===== src/rtl/spi_arb_pkg.sv =====
// Shared types and default widths for the SPI memory arbiter.
package spi_arb_pkg;

  localparam int unsigned ARB_ADDR_W         = 16;
  localparam int unsigned ARB_DATA_W         = 16;
  localparam int unsigned ARB_GAP_CYCLES     = 2;
  localparam int unsigned ARB_TIMEOUT_CYCLES = 128;

  typedef enum logic [2:0] {
    ST_IDLE      = 3'd0,
    ST_ISSUE     = 3'd1,
    ST_WAIT_LOW  = 3'd2,
    ST_WAIT_HIGH = 3'd3,
    ST_RESP      = 3'd4,
    ST_GAP       = 3'd5
  } arb_state_t;

  typedef enum logic {
    GRANT_FETCH = 1'b0,
    GRANT_DATA  = 1'b1
  } grant_t;

endpackage


===== src/rtl/spi_mem_arbiter_if.sv =====
// Requester and SPI-controller signals of the arbiter, plus a debug view of its FSM state.
// Handshake: a requester holds *_req_i and its fields until the matching one-cycle *_done_o.
interface spi_mem_arbiter_if
  import spi_arb_pkg::*;
#(
  parameter int ADDR_W = 16,
  parameter int DATA_W = 16
) ();

  logic              if_req_i;
  logic [ADDR_W-1:0] if_addr_i;
  logic              if_done_o;
  logic [DATA_W-1:0] if_rdata_o;

  logic              dm_req_i;
  logic              dm_rwb_i;
  logic [ADDR_W-1:0] dm_addr_i;
  logic [DATA_W-1:0] dm_wdata_i;
  logic              dm_done_o;
  logic [DATA_W-1:0] dm_rdata_o;

  logic              busy_o;
  logic              err_o;

  logic              mem_start_o;
  logic              mem_rwb_o;
  logic              mem_sel_dest_o;
  logic [ADDR_W-1:0] mem_addr_o;
  logic [DATA_W-1:0] mem_data_o;
  logic              mem_csb_i;
  logic [DATA_W-1:0] mem_inm_i;
  logic [DATA_W-1:0] mem_instr_i;

  arb_state_t        dbg_state_o;

  modport slave (
    input  if_req_i, if_addr_i, dm_req_i, dm_rwb_i, dm_addr_i, dm_wdata_i,
    input  mem_csb_i, mem_inm_i, mem_instr_i,
    output if_done_o, if_rdata_o, dm_done_o, dm_rdata_o, busy_o, err_o,
    output mem_start_o, mem_rwb_o, mem_sel_dest_o, mem_addr_o, mem_data_o,
    output dbg_state_o
  );

  modport master (
    output if_req_i, if_addr_i, dm_req_i, dm_rwb_i, dm_addr_i, dm_wdata_i,
    output mem_csb_i, mem_inm_i, mem_instr_i,
    input  if_done_o, if_rdata_o, dm_done_o, dm_rdata_o, busy_o, err_o,
    input  mem_start_o, mem_rwb_o, mem_sel_dest_o, mem_addr_o, mem_data_o,
    input  dbg_state_o
  );

endinterface


===== src/rtl/spi_arb_rr2.sv =====
// Two-way round-robin pick between fetch and data requests; on a tie the side
// that was not served last wins.
module spi_arb_rr2
  import spi_arb_pkg::*;
(
  input  logic   if_req_i,
  input  logic   dm_req_i,
  input  grant_t last_grant_i,
  output logic   valid_o,
  output grant_t grant_o
);

  always_comb begin
    valid_o = if_req_i | dm_req_i;
    if (if_req_i && dm_req_i) begin
      grant_o = (last_grant_i == GRANT_DATA) ? GRANT_FETCH : GRANT_DATA;
    end else if (dm_req_i) begin
      grant_o = GRANT_DATA;
    end else begin
      grant_o = GRANT_FETCH;
    end
  end

endmodule


===== src/rtl/spi_mem_arbiter.sv =====
// Shares one SPI memory controller between the CPU fetch and data ports.
// Optional macro SPI_ARB_TIMEOUT_EN bounds the chip-select waits and aborts with err_o.
module spi_mem_arbiter
  import spi_arb_pkg::*;
#(
  parameter int ADDR_W         = ARB_ADDR_W,
  parameter int DATA_W         = ARB_DATA_W,
  parameter int GAP_CYCLES     = ARB_GAP_CYCLES,
  parameter int TIMEOUT_CYCLES = ARB_TIMEOUT_CYCLES
) (
  input logic               clk,
  input logic               reset,
  spi_mem_arbiter_if.slave  bus
);

  localparam int GAP_W    = (GAP_CYCLES > 1) ? $clog2(GAP_CYCLES) : 1;
  localparam int GAP_LAST = (GAP_CYCLES > 0) ? GAP_CYCLES - 1 : 0;

  if (TIMEOUT_CYCLES < 2) begin : g_bad_timeout
    $error("TIMEOUT_CYCLES must be at least 2");
  end

  arb_state_t        state_q, state_d;
  grant_t            grant_q, last_grant_q, pick_grant;
  logic              pick_valid;
  logic              rwb_q;
  logic [ADDR_W-1:0] addr_q;
  logic [DATA_W-1:0] wdata_q;
  logic [DATA_W-1:0] if_rdata_q, dm_rdata_q;
  logic [GAP_W-1:0]  gap_q;
  logic              in_wait, tmo_hit, tmo_abort, done_pulse, resp_capture;
  arb_state_t        after_resp;

  spi_arb_rr2 u_rr2 (
    .if_req_i     (bus.if_req_i),
    .dm_req_i     (bus.dm_req_i),
    .last_grant_i (last_grant_q),
    .valid_o      (pick_valid),
    .grant_o      (pick_grant)
  );

  assign in_wait      = (state_q == ST_WAIT_LOW) || (state_q == ST_WAIT_HIGH);
  assign after_resp   = (GAP_CYCLES == 0) ? ST_IDLE : ST_GAP;
  // Read data is captured on the csb rising edge so it is valid alongside done.
  assign resp_capture = (state_q == ST_WAIT_HIGH) && bus.mem_csb_i;

`ifdef SPI_ARB_TIMEOUT_EN
  localparam int TMO_W = $clog2(TIMEOUT_CYCLES);
  logic [TMO_W-1:0] tmo_q;

  always_ff @(posedge clk) begin
    if (reset) begin
      tmo_q <= '0;
    end else begin
      tmo_q <= (in_wait && (state_d == state_q)) ? tmo_q + TMO_W'(1) : '0;
    end
  end

  assign tmo_hit = in_wait && (tmo_q == TMO_W'(TIMEOUT_CYCLES - 1));
`else
  assign tmo_hit = 1'b0;
`endif

  assign tmo_abort  = tmo_hit &&
                      (((state_q == ST_WAIT_LOW)  &&  bus.mem_csb_i) ||
                       ((state_q == ST_WAIT_HIGH) && !bus.mem_csb_i));
  assign done_pulse = (state_q == ST_RESP) || tmo_abort;

  always_ff @(posedge clk) begin
    if (reset) begin
      state_q      <= ST_IDLE;
      grant_q      <= GRANT_FETCH;
      last_grant_q <= GRANT_FETCH;
      rwb_q        <= 1'b0;
      addr_q       <= '0;
      wdata_q      <= '0;
      if_rdata_q   <= '0;
      dm_rdata_q   <= '0;
      gap_q        <= '0;
    end else begin
      state_q <= state_d;
      if ((state_q == ST_IDLE) && pick_valid) begin
        grant_q <= pick_grant;
        if (pick_grant == GRANT_DATA) begin
          rwb_q   <= bus.dm_rwb_i;
          addr_q  <= bus.dm_addr_i;
          wdata_q <= bus.dm_wdata_i;
        end else begin
          rwb_q   <= 1'b1;
          addr_q  <= bus.if_addr_i;
          wdata_q <= '0;
        end
      end
      if (resp_capture) begin
        if (grant_q == GRANT_FETCH) begin
          if_rdata_q <= bus.mem_instr_i;
        end else if (rwb_q) begin
          dm_rdata_q <= bus.mem_inm_i;
        end
      end
      if (done_pulse) begin
        last_grant_q <= grant_q;
      end
      gap_q <= (state_q == ST_GAP) ? gap_q + GAP_W'(1) : '0;
    end
  end

  always_comb begin
    state_d = state_q;
    unique case (state_q)
      ST_IDLE:      if (pick_valid) state_d = ST_ISSUE;
      ST_ISSUE:     state_d = ST_WAIT_LOW;
      ST_WAIT_LOW:  if (!bus.mem_csb_i) state_d = ST_WAIT_HIGH;
      ST_WAIT_HIGH: if (bus.mem_csb_i) state_d = ST_RESP;
      ST_RESP:      state_d = after_resp;
      ST_GAP:       if (gap_q == GAP_W'(GAP_LAST)) state_d = ST_IDLE;
      default:      state_d = ST_IDLE;
    endcase
    if (tmo_abort) begin
      state_d = after_resp;
    end
  end

  always_comb begin
    bus.busy_o         = (state_q != ST_IDLE);
    bus.mem_start_o    = (state_q == ST_ISSUE);
    bus.if_done_o      = done_pulse && (grant_q == GRANT_FETCH);
    bus.dm_done_o      = done_pulse && (grant_q == GRANT_DATA);
    bus.err_o          = tmo_abort;
    bus.mem_rwb_o      = rwb_q;
    bus.mem_sel_dest_o = (grant_q == GRANT_DATA);
    bus.mem_addr_o     = addr_q;
    bus.mem_data_o     = wdata_q;
    bus.if_rdata_o     = if_rdata_q;
    bus.dm_rdata_o     = dm_rdata_q;
    bus.dbg_state_o    = state_q;
  end

endmodule

===== src/flat_wrapper.sv =====
// flat-port wrapper written by rule: the top's interface ports become plain ports
module spi_mem_arbiter_flat import spi_arb_pkg::*;
#(
  parameter int ADDR_W         = ARB_ADDR_W,
  parameter int DATA_W         = ARB_DATA_W,
  parameter int GAP_CYCLES     = ARB_GAP_CYCLES,
  parameter int TIMEOUT_CYCLES = ARB_TIMEOUT_CYCLES
)
  (clk, reset, bus_if_req_i, bus_if_addr_i, bus_dm_req_i, bus_dm_rwb_i, bus_dm_addr_i, bus_dm_wdata_i, bus_mem_csb_i, bus_mem_inm_i, bus_mem_instr_i, bus_if_done_o, bus_if_rdata_o, bus_dm_done_o, bus_dm_rdata_o, bus_busy_o, bus_err_o, bus_mem_start_o, bus_mem_rwb_o, bus_mem_sel_dest_o, bus_mem_addr_o, bus_mem_data_o, bus_dbg_state_o);
  spi_mem_arbiter_if #(.ADDR_W(ADDR_W), .DATA_W(DATA_W)) bus_i ();
  input logic clk;
  input logic reset;
  input wire logic [$bits(bus_i.if_req_i)-1:0] bus_if_req_i;
  input wire logic [$bits(bus_i.if_addr_i)-1:0] bus_if_addr_i;
  input wire logic [$bits(bus_i.dm_req_i)-1:0] bus_dm_req_i;
  input wire logic [$bits(bus_i.dm_rwb_i)-1:0] bus_dm_rwb_i;
  input wire logic [$bits(bus_i.dm_addr_i)-1:0] bus_dm_addr_i;
  input wire logic [$bits(bus_i.dm_wdata_i)-1:0] bus_dm_wdata_i;
  input wire logic [$bits(bus_i.mem_csb_i)-1:0] bus_mem_csb_i;
  input wire logic [$bits(bus_i.mem_inm_i)-1:0] bus_mem_inm_i;
  input wire logic [$bits(bus_i.mem_instr_i)-1:0] bus_mem_instr_i;
  output wire logic [$bits(bus_i.if_done_o)-1:0] bus_if_done_o;
  output wire logic [$bits(bus_i.if_rdata_o)-1:0] bus_if_rdata_o;
  output wire logic [$bits(bus_i.dm_done_o)-1:0] bus_dm_done_o;
  output wire logic [$bits(bus_i.dm_rdata_o)-1:0] bus_dm_rdata_o;
  output wire logic [$bits(bus_i.busy_o)-1:0] bus_busy_o;
  output wire logic [$bits(bus_i.err_o)-1:0] bus_err_o;
  output wire logic [$bits(bus_i.mem_start_o)-1:0] bus_mem_start_o;
  output wire logic [$bits(bus_i.mem_rwb_o)-1:0] bus_mem_rwb_o;
  output wire logic [$bits(bus_i.mem_sel_dest_o)-1:0] bus_mem_sel_dest_o;
  output wire logic [$bits(bus_i.mem_addr_o)-1:0] bus_mem_addr_o;
  output wire logic [$bits(bus_i.mem_data_o)-1:0] bus_mem_data_o;
  output wire logic [$bits(bus_i.dbg_state_o)-1:0] bus_dbg_state_o;
  assign bus_i.if_req_i = bus_if_req_i;
  assign bus_i.if_addr_i = bus_if_addr_i;
  assign bus_i.dm_req_i = bus_dm_req_i;
  assign bus_i.dm_rwb_i = bus_dm_rwb_i;
  assign bus_i.dm_addr_i = bus_dm_addr_i;
  assign bus_i.dm_wdata_i = bus_dm_wdata_i;
  assign bus_i.mem_csb_i = bus_mem_csb_i;
  assign bus_i.mem_inm_i = bus_mem_inm_i;
  assign bus_i.mem_instr_i = bus_mem_instr_i;
  assign bus_if_done_o = bus_i.if_done_o;
  assign bus_if_rdata_o = bus_i.if_rdata_o;
  assign bus_dm_done_o = bus_i.dm_done_o;
  assign bus_dm_rdata_o = bus_i.dm_rdata_o;
  assign bus_busy_o = bus_i.busy_o;
  assign bus_err_o = bus_i.err_o;
  assign bus_mem_start_o = bus_i.mem_start_o;
  assign bus_mem_rwb_o = bus_i.mem_rwb_o;
  assign bus_mem_sel_dest_o = bus_i.mem_sel_dest_o;
  assign bus_mem_addr_o = bus_i.mem_addr_o;
  assign bus_mem_data_o = bus_i.mem_data_o;
  assign bus_dbg_state_o = bus_i.dbg_state_o;
  spi_mem_arbiter #(.ADDR_W(ADDR_W), .DATA_W(DATA_W), .GAP_CYCLES(GAP_CYCLES), .TIMEOUT_CYCLES(TIMEOUT_CYCLES)) u_core (.clk(clk), .reset(reset), .bus(bus_i));
endmodule

===== config.mk =====
export PLATFORM = sky130hd
export DESIGN_NAME = spi_mem_arbiter_flat
export DESIGN_NICKNAME = d
export VERILOG_FILES = /design/src/rtl/spi_arb_pkg.sv /design/src/rtl/spi_mem_arbiter_if.sv /design/src/rtl/spi_arb_rr2.sv /design/src/rtl/spi_mem_arbiter.sv /design/src/flat_wrapper.sv
export SDC_FILE = /design/constraint.sdc
export NUM_CORES = 1
export LEC_CHECK = 0
export CELL_PAD_IN_SITES_DETAIL_PLACEMENT = 1
export CELL_PAD_IN_SITES_GLOBAL_PLACEMENT = 2
export CORE_ASPECT_RATIO = 1.1
export CORE_UTILIZATION = 20
export DETAILED_ROUTE_END_ITERATION = 10
export GPL_ROUTABILITY_DRIVEN = 0
export PLACE_DENSITY = 0.76
export SLEW_MARGIN = 10
export SYNTH_ARGS = -nofsm -noshare
export SYNTH_HDL_FRONTEND = slang
export SYNTH_SLANG_ARGS = --single-unit

===== constraint.sdc =====
create_clock -name clk -period 1.44 [get_ports clk]
set_input_delay 0.144 -clock clk [delete_from_list [all_inputs] [get_ports clk]]
set_output_delay 0.144 -clock clk [all_outputs]
set_load 0.02 [all_outputs]

==> metrics.txt <==
Post-Layout Cell Count 685; critical path type reg2reg; layout cells sized above 1 11.9%; RSZ-0062 raised after global routing true; final setup violation count 4; DRT Pass-1 Iters 5; number of global-route vias before repair 2977; Clock transition at path regs 0.06 ns; post-synthesis cell area 0.00308 mm^2; Cells after Synth 314; CTS Buf Count 9; Initial Util 20.4%; IO Port Bufs 158; Core Area 0.0151 mm^2; Skew-Pair Late Insertion Delay 0.33 ns; Die Area 0.0159 mm^2; Met2 Wirelength 4.50 mm; max-capacitance violation count 0; Hold Path Class in2reg; setup TNS -0.0301 ns; sequential area share after synthesis 46.2%; Leak 0.00260 uW; top cell type's share of synthesized area 46.2%; Worst setup EP type register; global-route wire length before repair 14.9 mm; # rows 47; max-slew violation count 0; wire length on met1 4.11 mm; leading post-synthesis cells by cell area dfxtp_1 46%, nand2b_1 17%, mux2i_1 10%, a222oi_1 5.2%, a22o_1 4.6%; Routed WL per cell 14.0 um; Top Metal Used met4; period utilization 101%; dpl hpwl 6.64 mm; most frequent cells in the layout 85 x clkdlybuf4s50_1, 84 x nand2b_1, 68 x dfxtp_1; CP required 1.70 ns; setup ws final -0.0194 ns; clock sinks 71; cell count of the worst hold path 3; Yosys warnings 0; drt via density 4.20; initial antenna violation count 0; CP arrival 1.72 ns; f_max 685 MHz; io pins 160; n_diodes 0; CTS tree yes; DP Cell Count 663; skew final 0.00581 ns; Area Overhead vs Synth 74.7%; cell taking the most area after synthesis dfxtp_1; post-route ant nets 0; CP Max Fanout 8; Reg2Reg Depth 5; most common cell after layout, fill and taps aside clkdlybuf4s50_1; H-tree Lvls 3; Worst VDD drop 396 uV; status finished with violations; Syn Area/Cell 9.80 um^2; worst hold slack 0.365 ns; cts hold-fix bufs 0; Remaining DRCs 0; failing checks setup timing; min Tclk post-route 1.46 ns; via count 2875; Die Y 132 um; syn nets 400; DR iter-0 viols 105; Final Hold Vio Count 0; drt total wl 9.60 mm; Pwr Density 1080 mW/mm^2; met3 WL 866 um; synth unique cells 31; fin nets 570; Critical Path Start Type register; Die X 120 um; Seq cells post-synth 71; largest net degree at the start of global routing 51; grt ovf 0; CTS Root Cell clkbuf_16; GR Util All Layers 11.9%; Longest Clk Path Bufs 2
==> cell type report <==
class / instances / area [um^2]
clock buffer: 9 / 225
clock inverter: 7 / 73.8
fill: 1754 / 9680
inverter: 36 / 135
multi-input combinational: 181 / 1390
sequential: 71 / 1430
tap: 196 / 245
timing repair buffer: 185 / 1870
==> flip-flops by register name, indices dropped and copies added (netlist names), 3 cells and up <==
| register | cells |
|---|---|
| u_core.bus.dm_rdata_o | 16 |
| u_core.bus.mem_addr_o | 16 |
| u_core.bus.dbg_state_o | 3 |
| u_core.bus.if_rdata_o | 16 |
| u_core.bus.mem_data_o | 16 |
==> metal layers <==
metal  track usage, %  up-vias
met5                0        -
met4             5.35        0
met3             4.20        9
met2             18.9      124
met1             14.3     1350
li1                 -     1392
==> Yosys cell counts (all sizes together) <==
library cell / instances
nand2b: 84
a211oi: 1
inv: 36
nor4: 1
and3: 4
a21o: 3
conb: 1
a31oi: 1
nand3: 1
a222oi: 16
buf: 16
nor3: 2
a22o: 16
and4b: 2
o21ai: 2
nand3b: 1
mux2i: 32
dfxtp: 71
a21oi: 3
nor3b: 2
a221oi: 1
nand2: 3
nor4b: 1
clkbuf: 10
or2: 1
nor2: 3
==> path summary, 6_finish.rpt <==
check                           slack [ns]                   endpoint                 startpoint
worst min register to register        0.44               u_core.gap_q               u_core.gap_q
worst min-delay path                  0.37  u_core.bus.dbg_state_o[2]                      reset
worst max-delay path                 -0.02   u_core.bus.dm_rdata_o[5]  u_core.bus.dbg_state_o[2]
worst max register to register       -0.02   u_core.bus.dm_rdata_o[5]  u_core.bus.dbg_state_o[2]
==> kinds of logic (layout without fill, tap and decap cells) <==
| group | count (synthesis) | in the layout | synth area share (%) |
|---|---|---|---|
| other | 1 | 1 | 0.122 |
| AND/OR/NAND/NOR | 105 | 105 | 21.6 |
| multiplexers | 32 | 32 | 10.4 |
| AO/OA/AOI/OAI | 43 | 43 | 12.2 |
| buffers and inverters | 62 | 237 | 9.48 |
| flip-flops | 71 | 71 | 46.2 |
==> critical path, stage by stage (launching register included) <==
cell     delay, ns
dfxtp_4       0.35
buf_4         0.14
and4b_1       0.26
and3_4        0.25
buf_12        0.16
mux2i_2       0.21
==> where the power goes <==
part | switching [uW] | internal (uW) | total, uW | leakage (uW)
combinational | 619 | 736 | 1350 | 0.00188
sequential | 103 | 2130 | 2240 | 0.000581
clock | 885 | 1340 | 2230 | 0.000145
total | 1610 | 4210 | 5820 | 0.00260
==> through the flow <==
stage | util (%) | instance area (um^2) | setup slack (ns) | power [uW]
2_1_floorplan | - | 3090 | 0.00108 | 2910
3_3_place_gp | 33.1 | 4980 | -0.183 | 3660
3_5_place_dp | 33.1 | 4980 | -0.230 | 3690
4_1_cts | 35.0 | 5270 | -0.0642 | 5890
5_1_grt | 35.7 | 5370 | -0.0803 | 6120
6_report | 35.7 | 5370 | -0.0194 | 5820
==> repair_timing <==
action | CTS | global route
endpoints found under the setup margin | 86 | 70
setup buffers | 2 | 2
gates cloned | 1 | 1
pin swaps | 1 | 3
gates resized for setup | 74 | 24
Power figures use the tool's default switching activity.
==> RTL edit (config.mk and constraints unchanged) <==
`ARB_ADDR_W`: 16 -> 15.
--- a/src/rtl/spi_arb_pkg.sv
+++ b/src/rtl/spi_arb_pkg.sv
@@ -1,7 +1,7 @@
 // Shared types and default widths for the SPI memory arbiter.
 package spi_arb_pkg;
 
-  localparam int unsigned ARB_ADDR_W         = 16;
+  localparam int unsigned ARB_ADDR_W         = 15;
   localparam int unsigned ARB_DATA_W         = 16;
   localparam int unsigned ARB_GAP_CYCLES     = 2;
   localparam int unsigned ARB_TIMEOUT_CYCLES = 128;
Ports: changed (resized bus_dm_addr_i, bus_if_addr_i and bus_mem_addr_o); port bits go from 160 to 157. No check against the original RTL was run, so the function may have changed too.
==> RTL edit against the unedited design <==
- the flow still finishes with violations (setup timing)
- sequential share of layout area decreased by 0.78 points
- global-route usage is 1.3 points higher
- clock power grew 14%
- total power is 5.8% higher
- first-iteration DRC count increased by 39%
- area after synthesis down 1.3%
- routed wire length grew 5.8%
- setup slack worse by 0.042 ns
- hold slack worse by 0.065 ns
- non-clock buffer count grew 9
- final area increased by 1.8%
- sequential cell count decreased by 1
==> RTL edit: results (changes against the unedited design) <==
Status - complete, but fails checks (unchanged)
Failing checks - setup timing (unchanged)
Internal power - 4.55 mW (was 4.21 mW)
Synth top cells by count - nand2b_1, dfxtp_1, inv_1 (unchanged)
Clock Power - 2.55 mW (was 2.23 mW)
PortBufs - 155 (was 158)
# setup viols final - 17 (was 4)
Final setup margin - -0.0611 ns (was -0.0194 ns)
Tot GR Track Use - 13.2% (was 11.9%)
Ranking of synthesized cells by area - dfxtp_1, nand2b_1, mux2i_1, a222oi_1, a22o_1 (unchanged)
Met2 Use GR - 23.0% (was 18.9%)
Syn_nets - 392 (was 400)
Drt pass-1 iters - 4 (was 5)
Register area - 1410 um^2 (was 1430 um^2)
Clock buffers - 10 (was 9)
CP delay by family, top - buffers and inverters (was simple AND/OR/NAND/NOR gates)
First-pass GRT wire length - 16,100 um (was 14,900 um)
Combinational share of power - 22.5% (was 23.3%)
Post-DP HPWL - 7010 um (was 6640 um)
Leakage power - 2.68 nW (was 2.60 nW)
Met3 Use GR - 4.30% (was 4.20%)
Maximum ir drop on the vdd rail - 0.418 mV (was 0.396 mV)
Nets - 572 (was 570)
Rows - 46 (was 47)
DR iter-0 viols - 146 (was 105)
Reg2reg path depth - 6 (was 5)
Pwr Total - 6.15 mW (was 5.82 mW)
Post-placement cell area - 4880 um^2 (was 4980 um^2)
## RTL edit: how the worst max path moves through the flow
stage	from	to	cells past startpoint
floorplan	u_core.bus.dbg_state_o[2]	u_core.bus.dm_rdata_o[10]	6
global placement	u_core.bus.dbg_state_o[2]	bus_if_done_o	3
finish	u_core.bus.dbg_state_o[2]	u_core.bus.mem_addr_o[2]	6
global route	u_core.bus.dbg_state_o[2]	u_core.bus.mem_addr_o[7]	6
CTS	u_core.bus.dbg_state_o[2]	u_core.bus.mem_addr_o[3]	6
detailed placement	u_core.bus.dbg_state_o[0]	u_core.bus.mem_addr_o[3]	3
## RTL edit: what timing repair did
item	4_1_cts	5_1_grt
endpoints found under the hold margin	0	0
resized for setup	83	36
endpoints found under the setup margin	82	89
buffers inserted	9	8
hold buffers	0	0
pin swaps	4	11
cloned	3	1
## RTL edit: worst reg2reg max path, delay by kind of cell (launching register included)
family / cells / cell delay [ns]
compound gates: 1 / 0.30
flops: 1 / 0.36
simple gates: 2 / 0.34
buf+inv: 3 / 0.40
